### src/rtl/riscv_core_dcache_axi_pkg.sv
// Shared types and AXI constants for the dcache-to-AXI refill/write-through bridge.
package riscv_core_dcache_axi_pkg;

  typedef enum logic [2:0] {
    IDLE    = 3'd0,
    RD_ADDR = 3'd1,
    RD_DATA = 3'd2,
    WR_REQ  = 3'd3,
    WR_RESP = 3'd4,
    DONE    = 3'd5
  } state_e;

  localparam int BEATS = 4;

  // Fixed AXI attributes driven by the SoC wrapper.
  localparam logic [2:0] AXI_SIZE       = 3'd3;
  localparam logic [1:0] AXI_BURST_INCR = 2'b01;
  localparam logic [7:0] AXI_ARLEN      = 8'(BEATS - 1);
  localparam logic [7:0] AXI_AWLEN      = 8'd0;
  localparam logic       AXI_WLAST      = 1'b1;

  localparam logic [1:0] RESP_OKAY   = 2'b00;
  localparam logic [1:0] RESP_SLVERR = 2'b10;
  localparam logic [1:0] RESP_DECERR = 2'b11;

  function automatic logic resp_is_err(input logic [1:0] resp);
    return resp != RESP_OKAY;
  endfunction

endpackage

### src/rtl/riscv_core_dcache_line_assembler.sv
// Beat counter for refill bursts: one-hot slice write enable and last-beat flag.
module riscv_core_dcache_line_assembler
  import riscv_core_dcache_axi_pkg::*;
#(
  parameter int NBEATS = BEATS
) (
  input  logic              i_clk,
  input  logic              i_rst_n,
  input  logic              i_start,
  input  logic              i_beat,
  output logic [NBEATS-1:0] o_slice_we,
  output logic              o_last
);

  localparam int CW = (NBEATS > 1) ? $clog2(NBEATS) : 1;
  localparam logic [CW-1:0] LAST_CNT = CW'(NBEATS - 1);

  logic [CW-1:0] r_cnt;

  // NOTE: sequential state uses non-blocking assignments so every flop samples pre-edge values.
  always_ff @(posedge i_clk or negedge i_rst_n) begin
    if (!i_rst_n) begin
      r_cnt <= '0;
    end else if (i_start) begin
      r_cnt <= '0;
    end else if (i_beat) begin
      r_cnt <= (r_cnt == LAST_CNT) ? '0 : r_cnt + 1'b1;
    end
  end

  assign o_last = (r_cnt == LAST_CNT);

  always_comb begin
    o_slice_we = '0;
    for (int i = 0; i < NBEATS; i++) begin
      o_slice_we[i] = i_beat && (r_cnt == CW'(i));
    end
  end

endmodule

### src/rtl/riscv_core_dcache_axi_bridge.sv
// Turns dcache block refills and write-through words into AXI4 bursts/single beats.
// Optional RISCV_DCACHE_AXI_ERR_EN adds o_mem_read_err/o_mem_write_err status outputs.
module riscv_core_dcache_axi_bridge
  import riscv_core_dcache_axi_pkg::*;
#(
  parameter int ADDR_WIDTH      = 64,
  parameter int CORE_DATA_WIDTH = 64,
  parameter int AXI_DATA_WIDTH  = 256,
  parameter int BUS_WIDTH       = 64
) (
  input  logic                      i_clk,
  input  logic                      i_rst_n,
  input  logic                      i_mem_read_req,
  input  logic [ADDR_WIDTH-1:0]     i_mem_read_address,
  output logic                      o_mem_read_done,
  output logic [AXI_DATA_WIDTH-1:0] o_block_to_cache,
  input  logic                      i_mem_write_valid,
  input  logic [ADDR_WIDTH-1:0]     i_mem_write_address,
  input  logic [CORE_DATA_WIDTH-1:0] i_mem_write_data,
  input  logic [7:0]                i_mem_write_strobe,
  output logic                      o_mem_write_done,
`ifdef RISCV_DCACHE_AXI_ERR_EN
  output logic                      o_mem_read_err,
  output logic                      o_mem_write_err,
`endif
  output logic [ADDR_WIDTH-1:0]     o_axi_araddr,
  output logic [7:0]                o_axi_arlen,
  output logic                      o_axi_arvalid,
  input  logic                      i_axi_arready,
  input  logic [BUS_WIDTH-1:0]      i_axi_rdata,
  input  logic [1:0]                i_axi_rresp,
  input  logic                      i_axi_rlast,
  input  logic                      i_axi_rvalid,
  output logic                      o_axi_rready,
  output logic [ADDR_WIDTH-1:0]     o_axi_awaddr,
  output logic                      o_axi_awvalid,
  input  logic                      i_axi_awready,
  output logic [BUS_WIDTH-1:0]      o_axi_wdata,
  output logic [7:0]                o_axi_wstrb,
  output logic                      o_axi_wvalid,
  input  logic                      i_axi_wready,
  input  logic [1:0]                i_axi_bresp,
  input  logic                      i_axi_bvalid,
  output logic                      o_axi_bready
);

  localparam int NBEATS = AXI_DATA_WIDTH / BUS_WIDTH;
  localparam logic [ADDR_WIDTH-1:0] BLOCK_MASK = ADDR_WIDTH'(AXI_DATA_WIDTH / 8 - 1);
  localparam logic [ADDR_WIDTH-1:0] WORD_MASK  = ADDR_WIDTH'(BUS_WIDTH / 8 - 1);

  state_e                    r_state, w_state_d;
  logic [ADDR_WIDTH-1:0]     r_araddr, r_awaddr;
  logic [BUS_WIDTH-1:0]      r_wdata;
  logic [7:0]                r_wstrb;
  logic                      r_arvalid, r_rready, r_awvalid, r_wvalid, r_bready;
  logic                      r_aw_done, r_w_done;
  logic                      r_read_done, r_write_done;
  logic [AXI_DATA_WIDTH-1:0] r_block;

  logic w_arvalid_d, w_rready_d, w_awvalid_d, w_wvalid_d, w_bready_d;
  logic w_read_done_d, w_write_done_d, w_latch_rd, w_latch_wr;
  logic w_ar_hs, w_aw_hs, w_w_hs, w_b_hs, w_beat, w_last;
  logic [NBEATS-1:0] w_slice_we;

  assign w_ar_hs = r_arvalid && i_axi_arready;
  assign w_aw_hs = r_awvalid && i_axi_awready;
  assign w_w_hs  = r_wvalid  && i_axi_wready;
  assign w_b_hs  = r_bready  && i_axi_bvalid;
  assign w_beat  = r_rready  && i_axi_rvalid;

  riscv_core_dcache_line_assembler #(.NBEATS(NBEATS)) u_line_assembler (
    .i_clk      (i_clk),
    .i_rst_n    (i_rst_n),
    .i_start    (w_latch_rd),
    .i_beat     (w_beat),
    .o_slice_we (w_slice_we),
    .o_last     (w_last)
  );

  // Next-state and next-output logic; every channel output is registered from these.
  // NOTE: every signal gets a default before the case so no path leaves it unassigned (no latches).
  always_comb begin
    w_state_d      = r_state;
    w_arvalid_d    = r_arvalid;
    w_awvalid_d    = r_awvalid;
    w_wvalid_d     = r_wvalid;
    w_rready_d     = 1'b0;
    w_bready_d     = 1'b0;
    w_read_done_d  = 1'b0;
    w_write_done_d = 1'b0;
    w_latch_rd     = 1'b0;
    w_latch_wr     = 1'b0;
    unique case (r_state)
      IDLE: begin
        // Writes win so a write-through is never overtaken by a later refill.
        if (i_mem_write_valid) begin
          w_state_d   = WR_REQ;
          w_awvalid_d = 1'b1;
          w_wvalid_d  = 1'b1;
          w_latch_wr  = 1'b1;
        end else if (i_mem_read_req) begin
          w_state_d   = RD_ADDR;
          w_arvalid_d = 1'b1;
          w_latch_rd  = 1'b1;
        end
      end
      WR_REQ: begin
        if (w_aw_hs) w_awvalid_d = 1'b0;
        if (w_w_hs)  w_wvalid_d  = 1'b0;
        if ((r_aw_done || w_aw_hs) && (r_w_done || w_w_hs)) begin
          w_state_d  = WR_RESP;
          w_bready_d = 1'b1;
        end
      end
      WR_RESP: begin
        if (w_b_hs) begin
          w_state_d      = DONE;
          w_write_done_d = 1'b1;
        end else begin
          w_bready_d = 1'b1;
        end
      end
      RD_ADDR: begin
        if (w_ar_hs) begin
          w_state_d   = RD_DATA;
          w_arvalid_d = 1'b0;
          w_rready_d  = 1'b1;
        end
      end
      RD_DATA: begin
        if (w_beat && w_last) begin
          w_state_d     = DONE;
          w_read_done_d = 1'b1;
        end else begin
          w_rready_d = 1'b1;
        end
      end
      DONE:    w_state_d = IDLE;
      default: w_state_d = IDLE;
    endcase
  end

  always_ff @(posedge i_clk or negedge i_rst_n) begin
    if (!i_rst_n) begin
      r_state      <= IDLE;
      r_arvalid    <= 1'b0;
      r_rready     <= 1'b0;
      r_awvalid    <= 1'b0;
      r_wvalid     <= 1'b0;
      r_bready     <= 1'b0;
      r_aw_done    <= 1'b0;
      r_w_done     <= 1'b0;
      r_read_done  <= 1'b0;
      r_write_done <= 1'b0;
      r_araddr     <= '0;
      r_awaddr     <= '0;
      r_wdata      <= '0;
      r_wstrb      <= '0;
    end else begin
      r_state      <= w_state_d;
      r_arvalid    <= w_arvalid_d;
      r_rready     <= w_rready_d;
      r_awvalid    <= w_awvalid_d;
      r_wvalid     <= w_wvalid_d;
      r_bready     <= w_bready_d;
      r_read_done  <= w_read_done_d;
      r_write_done <= w_write_done_d;
      if (w_latch_rd) r_araddr <= i_mem_read_address & ~BLOCK_MASK;
      if (w_latch_wr) begin
        r_awaddr  <= i_mem_write_address & ~WORD_MASK;
        r_wdata   <= BUS_WIDTH'(i_mem_write_data);
        r_wstrb   <= i_mem_write_strobe;
        r_aw_done <= 1'b0;
        r_w_done  <= 1'b0;
      end else begin
        if (w_aw_hs) r_aw_done <= 1'b1;
        if (w_w_hs)  r_w_done  <= 1'b1;
      end
    end
  end

  // NOTE: the block register is wide but still reset, so an aborted refill never exposes partial data.
  always_ff @(posedge i_clk or negedge i_rst_n) begin
    if (!i_rst_n) begin
      r_block <= '0;
    end else begin
      for (int i = 0; i < NBEATS; i++) begin
        if (w_slice_we[i]) r_block[i*BUS_WIDTH +: BUS_WIDTH] <= i_axi_rdata;
      end
    end
  end

`ifdef RISCV_DCACHE_AXI_ERR_EN
  logic r_rd_err_acc, r_read_err, r_write_err;
  logic w_beat_err;

  // The beat counter decides completion; RLAST is only cross-checked against it.
  assign w_beat_err = w_beat && (resp_is_err(i_axi_rresp) || (i_axi_rlast != w_last));

  always_ff @(posedge i_clk or negedge i_rst_n) begin
    if (!i_rst_n) begin
      r_rd_err_acc <= 1'b0;
      r_read_err   <= 1'b0;
      r_write_err  <= 1'b0;
    end else begin
      if (w_latch_rd)      r_rd_err_acc <= 1'b0;
      else if (w_beat_err) r_rd_err_acc <= 1'b1;
      r_read_err  <= w_read_done_d && (r_rd_err_acc || w_beat_err);
      r_write_err <= w_write_done_d && resp_is_err(i_axi_bresp);
    end
  end

  assign o_mem_read_err  = r_read_err;
  assign o_mem_write_err = r_write_err;
`else
  logic w_unused;
  assign w_unused = ^{i_axi_rresp, i_axi_rlast, i_axi_bresp};
`endif

  assign o_mem_read_done  = r_read_done;
  assign o_mem_write_done = r_write_done;
  assign o_block_to_cache = r_block;
  assign o_axi_araddr     = r_araddr;
  assign o_axi_arlen      = 8'(NBEATS - 1);
  assign o_axi_arvalid    = r_arvalid;
  assign o_axi_rready     = r_rready;
  assign o_axi_awaddr     = r_awaddr;
  assign o_axi_awvalid    = r_awvalid;
  assign o_axi_wdata      = r_wdata;
  assign o_axi_wstrb      = r_wstrb;
  assign o_axi_wvalid     = r_wvalid;
  assign o_axi_bready     = r_bready;

endmodule

### config.mk
export PLATFORM = sky130hd
export DESIGN_NAME = riscv_core_dcache_axi_bridge
export DESIGN_NICKNAME = d
export VERILOG_FILES = /design/src/rtl/riscv_core_dcache_axi_pkg.sv /design/src/rtl/riscv_core_dcache_line_assembler.sv /design/src/rtl/riscv_core_dcache_axi_bridge.sv
export SDC_FILE = /design/constraint.sdc
export NUM_CORES = 1
export LEC_CHECK = 0
export BUFFER_PORTS_ARGS = -buffer_cell sky130_fd_sc_hd__buf_2
export CAP_MARGIN = 20
export CELL_PAD_IN_SITES_DETAIL_PLACEMENT = 1
export CELL_PAD_IN_SITES_GLOBAL_PLACEMENT = 1
export CORE_AREA = 10 10 285 287
export DETAILED_ROUTE_END_ITERATION = 8
export DIE_AREA = 0 0 295 297
export PLACE_DENSITY_LB_ADDON = 0.1
export RECOVER_POWER = 100
export SLEW_MARGIN = 10
export SYNTH_ARGS = -nofsm -noshare
export SYNTH_HDL_FRONTEND = slang
export SYNTH_SLANG_ARGS = --single-unit
### constraint.sdc
create_clock -name i_clk -period 2.5 [get_ports i_clk]
set_clock_uncertainty 0.1 [all_clocks]
set_input_delay 0 -clock i_clk [delete_from_list [all_inputs] [get_ports i_clk]]
set_output_delay 0 -clock i_clk [all_outputs]
set_load 0.005 [all_outputs]
# == Yosys cells after proc, flatten, opt, wreduce, memory -nomap -nowiden ==
# Index checks and enable logic that the tools add are counted.
# word_totals
ff_bits,462
inputBits,278
output_inout_bits,471
elab_cells,98
# classes
add_sub_neg,1
eq_ne,17
mux,38
reduce_logical,23
# op_table
op,count
$mux 1,23
$mux 3,6
$ne 2x2->1 const B,8
$pmux 3 s5,1
$logic_and 1x1->1,10
$pmux 1 s2,5
$reduce_bool 2->1,5
$eq 3x2->1 const B,2
$mux 2,3
$reduce_and 3->1,2
$reduce_and 5->1,1
$eq 2x2->1 const B,2
$reduce_and 4->1,1
$eq 3x1->1 const B,1
$eq 3x3->1 const B,1
$logic_not 3->1,1
$ne 3x3->1 const B,1
$add 2x1->2 const B,1
$eq 2x1->1 const B,1
$logic_not 2->1,1
$logic_or 1x1->1,2
$ne 2x1->1 const B,1

# == Depth between registers and ports, before layout ==
# Gate-level depths: netlist (run 1).
# depth
depth_word,5
depth_mapped,7
ltp_nobuf,6

# == Modules after synthesis ==
# From an unflattened synthesis (run 1), not the netlist that was laid out.
# unflattened
hier_cells,1035
area_unflattened_um2,17778.3
# modules_own_cells
module,n_inst,cells_per_inst,area_each_um2,seq_area_each_um2
riscv_core_dcache_axi_bridge,1,1019,17609.4,11511.0
riscv_core_dcache_line_assembler,1,16,168.9,50.0

# == Least setup slack after synthesis (run 1) ==
# No wires, ideal clock.
# synth_timing
kind,register to register
start,register u_line_assembler.r_cnt[0]
end,register r_block[217] (netlist: o_block_to_cache[217])
setup_ns,0.125
arrival_time_ns,1.551
required_ns,2.275
path_slack_ns,0.724
stages_incl_launch_ff,6
path_buffers,2
synth_period_minus_slack_ns,1.776
path_cell_list,dfrtp_1 -> ha_1 -> nand3_1 -> buf_2 -> buf_2 -> mux2_2
# synth_via
elab_chain_cells,2
# synth_rtl
item,line,rtl
"start, declared",riscv_core_dcache_line_assembler.sv:18,logic [CW-1:0] r_cnt;
"start signal, assigned",riscv_core_dcache_line_assembler.sv:27,r_cnt <= (r_cnt == LAST_CNT) ? '0 : r_cnt + 1'b1;
$eq 2x2->1,riscv_core_dcache_line_assembler.sv:36,o_slice_we[i] = i_beat && (r_cnt == CW'(i));
$logic_and 1x1->1,riscv_core_dcache_line_assembler.sv:36,
"end signal, assigned by index",riscv_core_dcache_axi_bridge.sv:188,if (w_slice_we[i]) r_block[i*BUS_WIDTH +: BUS_WIDTH] <= i_axi_rdata;
"end, declared",riscv_core_dcache_axi_bridge.sv:58,logic [AXI_DATA_WIDTH-1:0] r_block;
# No other way between the ends.
# A chain may end at the register's enable or synchronous reset.

# == Worst setup path in the final report (run 1) ==
# layout_timing
start,register r_state[1]
end,register r_awaddr[49] (netlist: o_axi_awaddr[49])
# layout_via
elab_chain_cells,2
# layout_rtl
item,line,rtl
"start, declared",riscv_core_dcache_axi_bridge.sv:51,"state_e r_state, w_state_d;"
"start signal, assigned",riscv_core_dcache_axi_bridge.sv:160,r_state <= w_state_d;
$logic_not 3->1,riscv_core_dcache_axi_bridge.sv:93,unique case (r_state)
$mux 1,riscv_core_dcache_axi_bridge.sv:93,
"end signal, assigned",riscv_core_dcache_axi_bridge.sv:170,r_awaddr <= i_mem_write_address & ~WORD_MASK;
"end, declared",riscv_core_dcache_axi_bridge.sv:52,"logic [ADDR_WIDTH-1:0] r_araddr, r_awaddr;"
# No other way between the ends.

==> summary.txt, run 1 <==
Run status
  – Status: completed

STA
  – Setup TNS: 0 ps
  – Unrepaired setup endpoints after global routing: no
  – Final period util: 94.4%
  – Endpoints failing setup: 0
  – Fmax achieved: between 400 and 500 MHz
  – PnR worst setup slack: 140 ps
  – Max-slew violations: 0
  – Final hold vios: 0
  – Max-Slew Margin vs Limit: 42.2%
  – Minimum clock period: between 2000 and 2500 ps
  – Worst slew pin tran: 868 ps
  – WHS: 63.2 ps

Synthesis
  – Async SR Flop Fraction: 100%
  – Ranking of synthesized cells by area: dfrtp_1 65%, mux2_2 25%, mux2_4 4.9%, buf_4 0.93%, buf_2 0.79%
  – Syn avg cell area: 17.1 sq um
  – EDFF count, synth: 0
  – Mapped Area: 17800 sq um
  – Synthesis-stage register bit count: 462
  – Synth Flop Type: dfrtp_1
  – Library cells used by synthesis: 31
  – Post-Syn Instances: 1037
  – Register area share after synthesis: 65.1%
  – Synth warn: 0
  – Top cell type's share of synthesized area: about 65%
  – Post-synth top area cell: dfrtp_1

Route
  – Routed vias/inst: 4.14
  – DRC: 0
  – DRT iter0 DRCs: 325
  – Final wirelength: 70.0 mm
  – Pre-antenna DRT Iters: 6
  – WL per Instance: 22.4 microns
  – DR vias: approximately 13k
  – Detail Route Antenna Nets: 0

Worst setup path
  – Reg2Reg Launch Point: r_state[1]$_DFFE_PN0P_
  – Critical Path Source: r_state[1]$_DFFE_PN0P_
  – Crit path launch type: flop
  – Worst endpoint data arrival time: 2730 ps
  – Maximum fanout along the worst path: 45
  – Crit Path Category: flop to flop
  – CP Capture Type: flop
  – Worst EP required: around 2900 ps

Layout
  – Layout filler cell count: 8283
  – Share of layout cells above drive strength 1: 38.1%
  – Nets: 2378
  – Area delta synth->final: 49.3%
  – Core Util, Final: 35.2%

Global route
  – GRT overflow: 0
  – Global-route wire length before repair: around 100 mm
  – Vias in the first global route: 14.7k
  – Gr usage total: 15.5%
  – Maximum number of pins on one net before global-route repair: 84
  – Initial antenna violation count: 4

Floorplan
  – Row cnt: 101
  – Die H: 297 microns
  – Core ar.: 75400 sq um
  – Die area: 87600 sq um
  – Initial Util: a little under a quarter
  – IO Count: 749
  – Die X: 295 microns

Power and ir drop
  – Leakage: 11.9 nW
  – PwrDens: 1210 nW/um^2
  – Max rail drop VDD: 0.559 mV

Clocking
  – Clock latency at the later pin of the worst-skew pair: around 600 ps
  – Root buf cell: clkbuf_16
  – Longest Clk Path Bufs: 3
  – Clock slew at reported path FFs: 60 ps
  – CTS sink count: 462
  – TritonCTS buffer count: 56
  – Max H-tree Level: 2
  – CTS tree: built

Placement
  – IO Port Bufs: 719
  – Pre-CTS setup slack: 440 ps
  – Dpl hpwl: roughly 53 mm
  – RePlAce Congestion: 0.759

Flow run
  – Maximum capacitance violations: 0

Min path
  – Worst min path class: primary input to flop
  – Worst Min Path Start: i_mem_read_address[44]
-- path summary, 6_finish.rpt --
kind                                                      to  slack [ps]  cells past startpoint
min in group asynchronous       o_axi_awaddr[19]$_DFFE_PN0P_         960                      4
worst min register to register  o_axi_araddr[15]$_DFFE_PN0P_         380                      1
worst max-delay path            o_axi_awaddr[49]$_DFFE_PN0P_         140                      5
worst max register to register  o_axi_awaddr[49]$_DFFE_PN0P_         140                      5
max in group asynchronous       o_axi_araddr[21]$_DFFE_PN0P_         300                      5
worst min-delay path            o_axi_araddr[44]$_DFFE_PN0P_          60                      3
-- critical path: stages (launching register included) --
cell and delay (ps):
dfrtp_1 380, buf_4 190, nor4b_4 310, buf_12 230
clkbuf_4 570, mux2_2 410
-- logic make-up (layout without fill, tap and decap cells) --
family	count (synthesis)	after routing	synth area share, %
AOI/OAI and AO/OA	14	14	0.634
adders and majority gates	4	4	0.282
buffers and inverters	70	1157	3.20
DFF	462	462	65.1
muxes	450	450	29.7
other	2	18	0.0423
and+or+nand+nor	35	35	1.05
-- cell usage after synthesis (all sizes together), types with 2 or more instances --
library cell / number
dfrtp: 462
nand2: 7
buf: 68
conb: 2
inv: 2
nor2b: 2
a31oi: 2
ha: 4
nand3: 8
nor2: 10
mux2: 449
a21oi: 6
-- routing by layer --
metal,part of all wire (%),track usage (%)
met2,54,28.8
met1,36,16.2
met5,0.017,0
met3,7.5,4.93
met4,2.8,4.59
-- what timing repair did --
| action | in CTS | in global routing |
|---|---|---|
| endpoints found under the setup margin | 0 | 1 |
| hold buffers | 295 | 0 |
| gates resized for setup | 0 | 1 |
| hold endpoints to repair | 924 | 0 |
| setup buffers | 0 | 2 |
-- layout make-up --
type	instances	area (sq um)	area share (%)
multi-input combinational	519	5570	21.0
clock inverter	18	150	0.566
tap	978	1220	4.61
antenna	2	5.00	0.0189
sequential	462	11600	43.6
clock buffer	82	1740	6.56
inverter	2	7.51	0.0283
timing repair buffer	1055	6280	23.7
-- report_power, final --
part / internal, mW / total (mW) / switching (mW)
combinational: 5.48 / 10.9 / 5.37
clock: 4.98 / 8.27 / 3.29
sequential: 11.1 / 13.0 / 1.91
-- cells in the final DEF (no fill, tap or decap), drive strengths merged --
cell         Yosys  routed
clkbuf           0     552
dfrtp          462     462
mux2           449     449
dlygate4sd3      0     294
buf             68     291
conb             2      16
clkinv           0      15
nor2            10      10
nand3            8       8
nand2            7       7
a21oi            6       6
ha               4       4
diode            0       2
nor2b            2       2
inv              2       2
a31oi            2       2
bufinv           0       2
nand3b           1       1
o31ai            1       1
or3b             1       1
nor4b            1       1
nor4             1       1
and2             1       1
nor3             1       1
or2b             1       1
nand2b           1       1
o21a             1       1
o2111ai          1       1
mux2i            1       1
o21ai            1       1
a21o             1       1
o41ai            1       1
clkinvlp         0       1
-- state kept, by name, summed over array words and instances, names as in the netlist --
signal                  flops
o_axi_araddr               59
o_axi_rready                1
o_mem_read_done             1
u_line_assembler.r_cnt      2
r_w_done                    1
o_axi_awvalid               1
r_aw_done                   1
o_axi_wdata                64
o_mem_write_done            1
o_axi_wvalid                1
o_axi_bready                1
o_axi_awaddr               61
o_block_to_cache          256
o_axi_arvalid               1
r_state                     3
o_axi_wstrb                 8
-- per-stage QoR --
step	area [sq um]	std cells	total power, mW
6_report	26500	3118	32.1
2_1_floorplan	17800	1051	18.2
3_5_place_dp	22700	2719	24.9
4_1_cts	27600	3114	34.2
3_3_place_gp	22700	2719	24.6
5_1_grt	26500	3118	34.2
No activity file was read; power rests on OpenSTA's default activity.
==> run 2: changes to the inputs <==
--- a/config.mk
+++ b/config.mk
@@ -9,9 +9,9 @@
 export CAP_MARGIN = 20
 export CELL_PAD_IN_SITES_DETAIL_PLACEMENT = 1
 export CELL_PAD_IN_SITES_GLOBAL_PLACEMENT = 1
-export CORE_AREA = 10 10 285 287
+export CORE_AREA = 10 10 281 283
 export DETAILED_ROUTE_END_ITERATION = 8
-export DIE_AREA = 0 0 295 297
+export DIE_AREA = 0 0 291 293
 export PLACE_DENSITY_LB_ADDON = 0.1
 export RECOVER_POWER = 100
 export SLEW_MARGIN = 10
==> run 2 against run 1 <==
  * The run now ends with max-capacitance violations, max-slew violations left
  * Combinational power decreased by 5%
  * First-iteration DRC count decreased by 0.62%
  * Via count decreased by 0.99%
  * Utilization increased by 0.40 points
  * Clock power decreased by 1%
  * Count of clock-buffer cells in the layout decreased by 3
  * Setup slack improved by 8.9 ps
  * Sequential share of layout area increased by 0.61 points
  * Global-route usage increased by 0.26 points
  * Die area decreased by 2.7%
  * Cell count decreased by 1.2%
  * Sequential power about the same
  * Largest cell class unchanged
==> summary.txt, run 2 (synthesis gave the netlist of run 1 again) <==
Floorplan
  – Die area: 85300 sq um (-2.7%)
  – Die H: 293 microns (-1.3%)
  – Row cnt: 100 (-0.99%)
  – Core ar.: 73600 sq um (-2.5%)
  – Die X: 291 microns (-1.4%)
  – Initial Util: 24.2% (+0.60 points)
  – IO Count: 749 (unchanged)

Route
  – Final wirelength: 69.5 mm (-0.77%)
  – DRT iter0 DRCs: 323 (-0.62%)
  – M1 wire length: 24.5 mm (-3.1%)
  – Met3 wire length: 4.92 mm (-5.9%)
  – DR vias: 12.8k (-0.99%)
  – Max Used Layer: met4
  – DRC: 0 (unchanged)
  – WL per Instance: 22.5 microns (+0.39%)
  – Detail Route Antenna Nets: 0 (unchanged)
  – Met2 wire len: 37.2 mm (-0.60%)
  – Pre-antenna DRT Iters: 4 (-2)
  – Routed vias/inst: 4.15 (+0.17%)

STA
  – Final hold vios: 0 (unchanged)
  – Final period util: 94.0% (-0.36 points)
  – Worst slew pin tran: 1610 ps (+741 ps)
  – Unrepaired setup endpoints after global routing: no
  – Minimum clock period: 2350 ps (-8.90 ps)
  – Endpoints failing setup: 0 (unchanged)
  – Max-Slew Margin vs Limit: -7.21% (-49 points)
  – Fmax achieved: 425 MHz (+0.38%)
  – Max-slew violations: 69 (+69)
  – Setup TNS: 0 ps (unchanged)

Worst setup path
  – Crit Path Category: flop to flop
  – Crit path launch type: flop
  – Critical path cell sequence: nor4_1, and2_4, mux2_2, dlygate4sd3_1
  – Buf/Inv on CP: 1 (-2)
  – CP top delay family: simple AND/OR/NAND/NOR gates
  – CP max stage cell: dlygate4sd3_1
  – Worst endpoint data arrival time: 2710 ps (-20 ps)
  – Max incr delay on CP: 560 ps (about the same)
  – CP Capture Type: flop
  – Worst EP required: 2860 ps (about the same)
  – Maximum fanout along the worst path: 15 (-67%)

Placement
  – RePlAce Congestion: 0.736 (-3.1%)
  – Dpl hpwl: 52.4 mm (-1.1%)
  – IO Port Bufs: 719 (unchanged)
  – Area post-placement: 22600 sq um (-0.60%)
  – Placed insts: 2705 (-0.51%)

Global route
  – Vias in the first global route: 14.6k (-0.16%)
  – Maximum number of pins on one net before global-route repair: 87 (+3.6%)
  – Initial antenna violation count: 4 (unchanged)
  – Gr usage total: 15.7% (+0.26 points)
  – GRT overflow: 0 (unchanged)
  – Global-route wire length before repair: 101 mm (-0.46%)

Clocking
  – CTS sink count: 462 (unchanged)
  – Clock latency at the later pin of the worst-skew pair: 600 ps (about the same)
  – Longest Clk Path Bufs: 3 (unchanged)
  – Clock slew at reported path FFs: 60 ps (about the same)
  – Post-CTS Setup Bufs: 0 (unchanged)
  – Max H-tree Level: 2 (unchanged)
  – Cts repair resizes: 0 (unchanged)
  – TritonCTS buffer count: 56 (unchanged)
  – Root buf cell: clkbuf_16
  – CTS tree: built

Run status
  – Failing checks: max-capacitance violations, max-slew violations
  – Status: finished, violations left

Power and ir drop
  – Max rail drop VDD: 0.619 mV (+11%)
  – Leakage: 11.7 nW (-1.4%)
  – Tot Pwr: 31.6 mW (-1.7%)
  – PwrDens: 1210 nW/um^2 (-0.33%)

Flow run
  – Maximum capacitance violations: 2 (+2)

Layout
  – Post-layout instance count excluding filler cells: 3082 (-1.2%)
  – Share of layout cells above drive strength 1: 38.0% (-0.045 points)
  – Layout filler cell count: 8070 (-2.6%)
  – Post-route cell area: 26200 sq um (-1.4%)
  – Max reg flops: 256 (unchanged)
  – Nets: 2350 (-1.2%)
  – Area delta synth->final: 47.3%
  – Most frequent cells in the layout: 462 x dfrtp_1, 456 x clkbuf_1, 391 x mux2_2
  – Commonest non-fill, non-tap cell in the layout: dfrtp_1
  – Core Util, Final: 35.6% (+0.40 points)

Min path
  – Worst min path class: primary input to flop
[run 2: repair_timing]
item | CTS | global route
endpoints found under the setup margin | 0 | 0
endpoints found under the hold margin | 924 | 0
hold buffers | 274 | 0
[run 2: tightest hold or removal path: stages]
cell and delay (ps):
dlygate4sd3_1 520, buf_2 90, mux2_1 110
[run 2: area by class of cell]
class,count,area (sq um),share of cell area (%)
Tap cell,969,1210,4.63
Clock buffer,79,1640,6.26
Inverter,2,7.51,0.0287
Antenna cell,4,10.0,0.0383
Multi-Input combinational cell,519,5520,21.1
Timing Repair Buffer,1027,5990,22.9
Sequential cell,462,11600,44.2
Clock inverter,20,221,0.846
[run 2: through the flow]
stage / hold slack [ps] / setup WS [ps]
finish: 57.0 / 149
floorplan: -396 / 724
global route: 34.4 / 30.3
detailed placement: -144 / 431
CTS: 3.08 / 82.8
global placement: -154 / 409
[run 2: final timing paths]
check / depth (start not counted) / slack, ps / from / to
worst min-delay path: 3 / 60 / i_mem_read_address[62] / o_axi_araddr[62]$_DFFE_PN0P_
min in group asynchronous: 3 / 460 / i_rst_n / o_block_to_cache[172]$_DFFE_PN0P_
worst min register to register: 1 / 390 / o_axi_araddr[37]$_DFFE_PN0P_ / o_axi_araddr[37]$_DFFE_PN0P_
worst max register to register: 4 / 150 / r_state[0]$_DFFE_PN0P_ / o_axi_araddr[5]$_DFFE_PN0P_
worst max-delay path: 4 / 150 / r_state[0]$_DFFE_PN0P_ / o_axi_araddr[5]$_DFFE_PN0P_
max in group asynchronous: 3 / 510 / i_rst_n / o_axi_wdata[41]$_DFFE_PN0P_
[run 2: power by group]
group / internal, mW / switching [mW] / total [mW]
clock: 4.94 / 3.23 / 8.17
sequential: 11.1 / 1.88 / 13.0
combinational: 5.18 / 5.26 / 10.4
[run 2: per-layer routing]
metal  track usage, %  vias to the layer above
met4             5.97                        0
met1             16.0                     6543
met2             29.5                      422
met5                0                        -
met3             5.05                      118
li1                 -                     5709
==> run 3: changes to the inputs <==
--- a/config.mk
+++ b/config.mk
@@ -12,6 +12,7 @@
 export CORE_AREA = 10 10 281 283
 export DETAILED_ROUTE_END_ITERATION = 8
 export DIE_AREA = 0 0 291 293
+export MAX_ROUTING_LAYER = met4
 export PLACE_DENSITY_LB_ADDON = 0.1
 export RECOVER_POWER = 100
 export SLEW_MARGIN = 10
==> run 3 against run 2 <==
  * Final area hardly changed
  * Combinational power about the same
  * Critical path type unchanged
  * Routed wire length about the same
  * Via count down 0.13%
  * Highest routed layer unchanged
  * Worst hold slack got worse by 0.63 ps
  * Count of clock-buffer cells in the layout stayed put
  * Power barely moved
  * Register-to-register slack about the same
  * The run still ends with max-capacitance violations, max-slew violations left
  * Cell count is essentially flat
==> summary.txt, run 3 (synthesis gave the netlist of run 1 again) <==
Run status
  – Status: finished, violations left
  – Failing checks: max-capacitance violations, max-slew violations

Placement
  – Pre-CTS setup slack: 431 ps (unchanged)
  – IO Port Bufs: 719 (unchanged)
  – Area post-placement: 22600 sq um (unchanged)
  – Placed insts: 2705 (unchanged)
  – RePlAce Congestion: 0.745 (+1.2%)
  – Dpl hpwl: 52.4 mm (unchanged)

Global route
  – Maximum number of pins on one net before global-route repair: 87 (unchanged)
  – Initial antenna violation count: 5 (+1)
  – Global-route wire length before repair: 101 mm (-0.14%)
  – Gr usage total: 16.2% (+0.46 points)
  – GRT overflow: 0 (unchanged)
  – Vias in the first global route: 14.7k (+0.061%)

Worst setup path
  – Worst EP required: 2860 ps (about the same)
  – CP max stage cell: dlygate4sd3_1
  – Maximum fanout along the worst path: 15 (unchanged)
  – Worst endpoint data arrival time: 2700 ps (about the same)
  – CP top delay family: simple AND/OR/NAND/NOR gates
  – Critical path cell sequence: nor4_1, and2_4, mux2_2, dlygate4sd3_1
  – Crit path launch type: flop
  – Crit Path Category: flop to flop
  – Crit. path cell count: 4 (unchanged)
  – Critical Path Source: r_state[0]$_DFFE_PN0P_
  – CP Capture Type: flop
  – Max incr delay on CP: 560 ps (about the same)
  – Reg2Reg Launch Point: r_state[0]$_DFFE_PN0P_
  – R2R cell count: 4 (unchanged)
  – Buf/Inv on CP: 1 (unchanged)

STA
  – Max-slew violations: 69 (unchanged)
  – WHS: 56.4 ps (-0.633 ps)
  – Final hold vios: 0 (unchanged)
  – Fmax achieved: 427 MHz (+0.33%)
  – Unrepaired setup endpoints after global routing: no
  – Endpoints failing setup: 0 (unchanged)
  – Setup TNS: 0 ps (unchanged)
  – Minimum clock period: 2340 ps (-7.70 ps)
  – Max-Slew Margin vs Limit: -6.55% (+0.66 points)
  – Worst slew pin tran: 1600 ps (-9.87 ps)
  – PnR worst setup slack: 157 ps (+7.70 ps)
  – Final period util: 93.7% (-0.31 points)

Route
  – Pre-antenna DRT Iters: 4 (unchanged)
  – DR vias: 12.8k (-0.13%)
  – Final wirelength: 69.4 mm (about the same)
  – Detail Route Antenna Nets: 0 (unchanged)
  – WL per Instance: 22.5 microns (about the same)
  – DRC: 0 (unchanged)
  – DRT iter0 DRCs: 306 (-5.3%)
  – Routed vias/inst: 4.14 (-0.16%)

Layout
  – Max reg flops: 256 (unchanged)
  – Area delta synth->final: 47.3% (about the same)
  – Post-layout instance count excluding filler cells: 3083 (+0.032%)
  – Nets: 2350 (unchanged)
  – Core Util, Final: 35.6% (about the same)
  – Share of layout cells above drive strength 1: 38.0% (unchanged)
  – Most frequent cells in the layout: 462 x dfrtp_1, 456 x clkbuf_1, 391 x mux2_2
  – Commonest non-fill, non-tap cell in the layout: dfrtp_1
  – Post-route cell area: 26200 sq um (about the same)
  – Layout filler cell count: 8071 (+0.012%)

Power and ir drop
  – Max rail drop VDD: 0.620 mV (+0.12%)
  – Tot Pwr: 31.6 mW (about the same)
  – Leakage: 11.7 nW (unchanged)
  – PwrDens: 1210 nW/um^2 (about the same)

Min path
  – Worst Min Path Start: i_mem_read_address[62]
  – Hold depth: 3 (unchanged)
  – Worst min path class: primary input to flop

Clocking
  – Max H-tree Level: 2 (unchanged)
  – CTS sink count: 462 (unchanged)
  – Clock latency at the later pin of the worst-skew pair: 600 ps (about the same)
  – CTS tree: built
  – Clock slew at reported path FFs: 60 ps (about the same)
  – TritonCTS buffer count: 56 (unchanged)
  – Longest Clk Path Bufs: 3 (unchanged)
  – Root buf cell: clkbuf_16

Floorplan
  – Row cnt: 100 (unchanged)
  – Initial Util: 24.2% (unchanged)
  – Die area: 85300 sq um (unchanged)
  – Die H: 293 microns (unchanged)
  – Core ar.: 73600 sq um (unchanged)
  – Die X: 291 microns (unchanged)
  – IO Count: 749 (unchanged)

Flow run
  – Maximum capacitance violations: 2 (unchanged)
run 3: metal layers:
layer  track usage (%)  vias to the layer above  wire length [microns]
met4              5.97                        0                   2780
met2              29.5                      419                  37200
met5                 -                        -                      0
met3              4.61                      122                   4450
met1              16.3                     6526                  25000
li1                  -                     5709                      -
run 3: layout make-up:
class,instances,area (sq um),area share (%)
inverters,2,7.51,0.0287
clock inverters,20,221,0.846
diodes,5,12.5,0.0478
flip-flops and latches,462,11600,44.2
clock buffers,79,1640,6.26
repair buffers,1027,5990,22.9
well taps,969,1210,4.63
multi-input cells,519,5520,21.1
run 3: worst register-to-register path: stages, from the launching register on:
cell and delay, ps:
dfrtp_1 380, nor4_1 350, and2_4 410, mux2_2 410
dlygate4sd3_1 560
run 3: worst paths after layout:
path / end / slack [ps]
setup / recovery: o_axi_araddr[5]$_DFFE_PN0P_ / 160
hold / removal: o_axi_araddr[62]$_DFFE_PN0P_ / 60
setup reg to reg: o_axi_araddr[5]$_DFFE_PN0P_ / 160
hold reg to reg: o_axi_araddr[37]$_DFFE_PN0P_ / 390
max in group asynchronous: o_axi_wdata[41]$_DFFE_PN0P_ / 510
min in group asynchronous: o_block_to_cache[172]$_DFFE_PN0P_ / 460
run 3: power breakdown:
group | internal, mW | switching [mW]
registers | 11.1 | 1.88
logic | 5.18 | 5.26
clock network | 4.94 | 3.24
run 3: timing repair:
action	in CTS	in global routing
buffers inserted	0	0
gates resized for setup	0	0
hold buffers	274	0
endpoints found under the hold margin	924	0
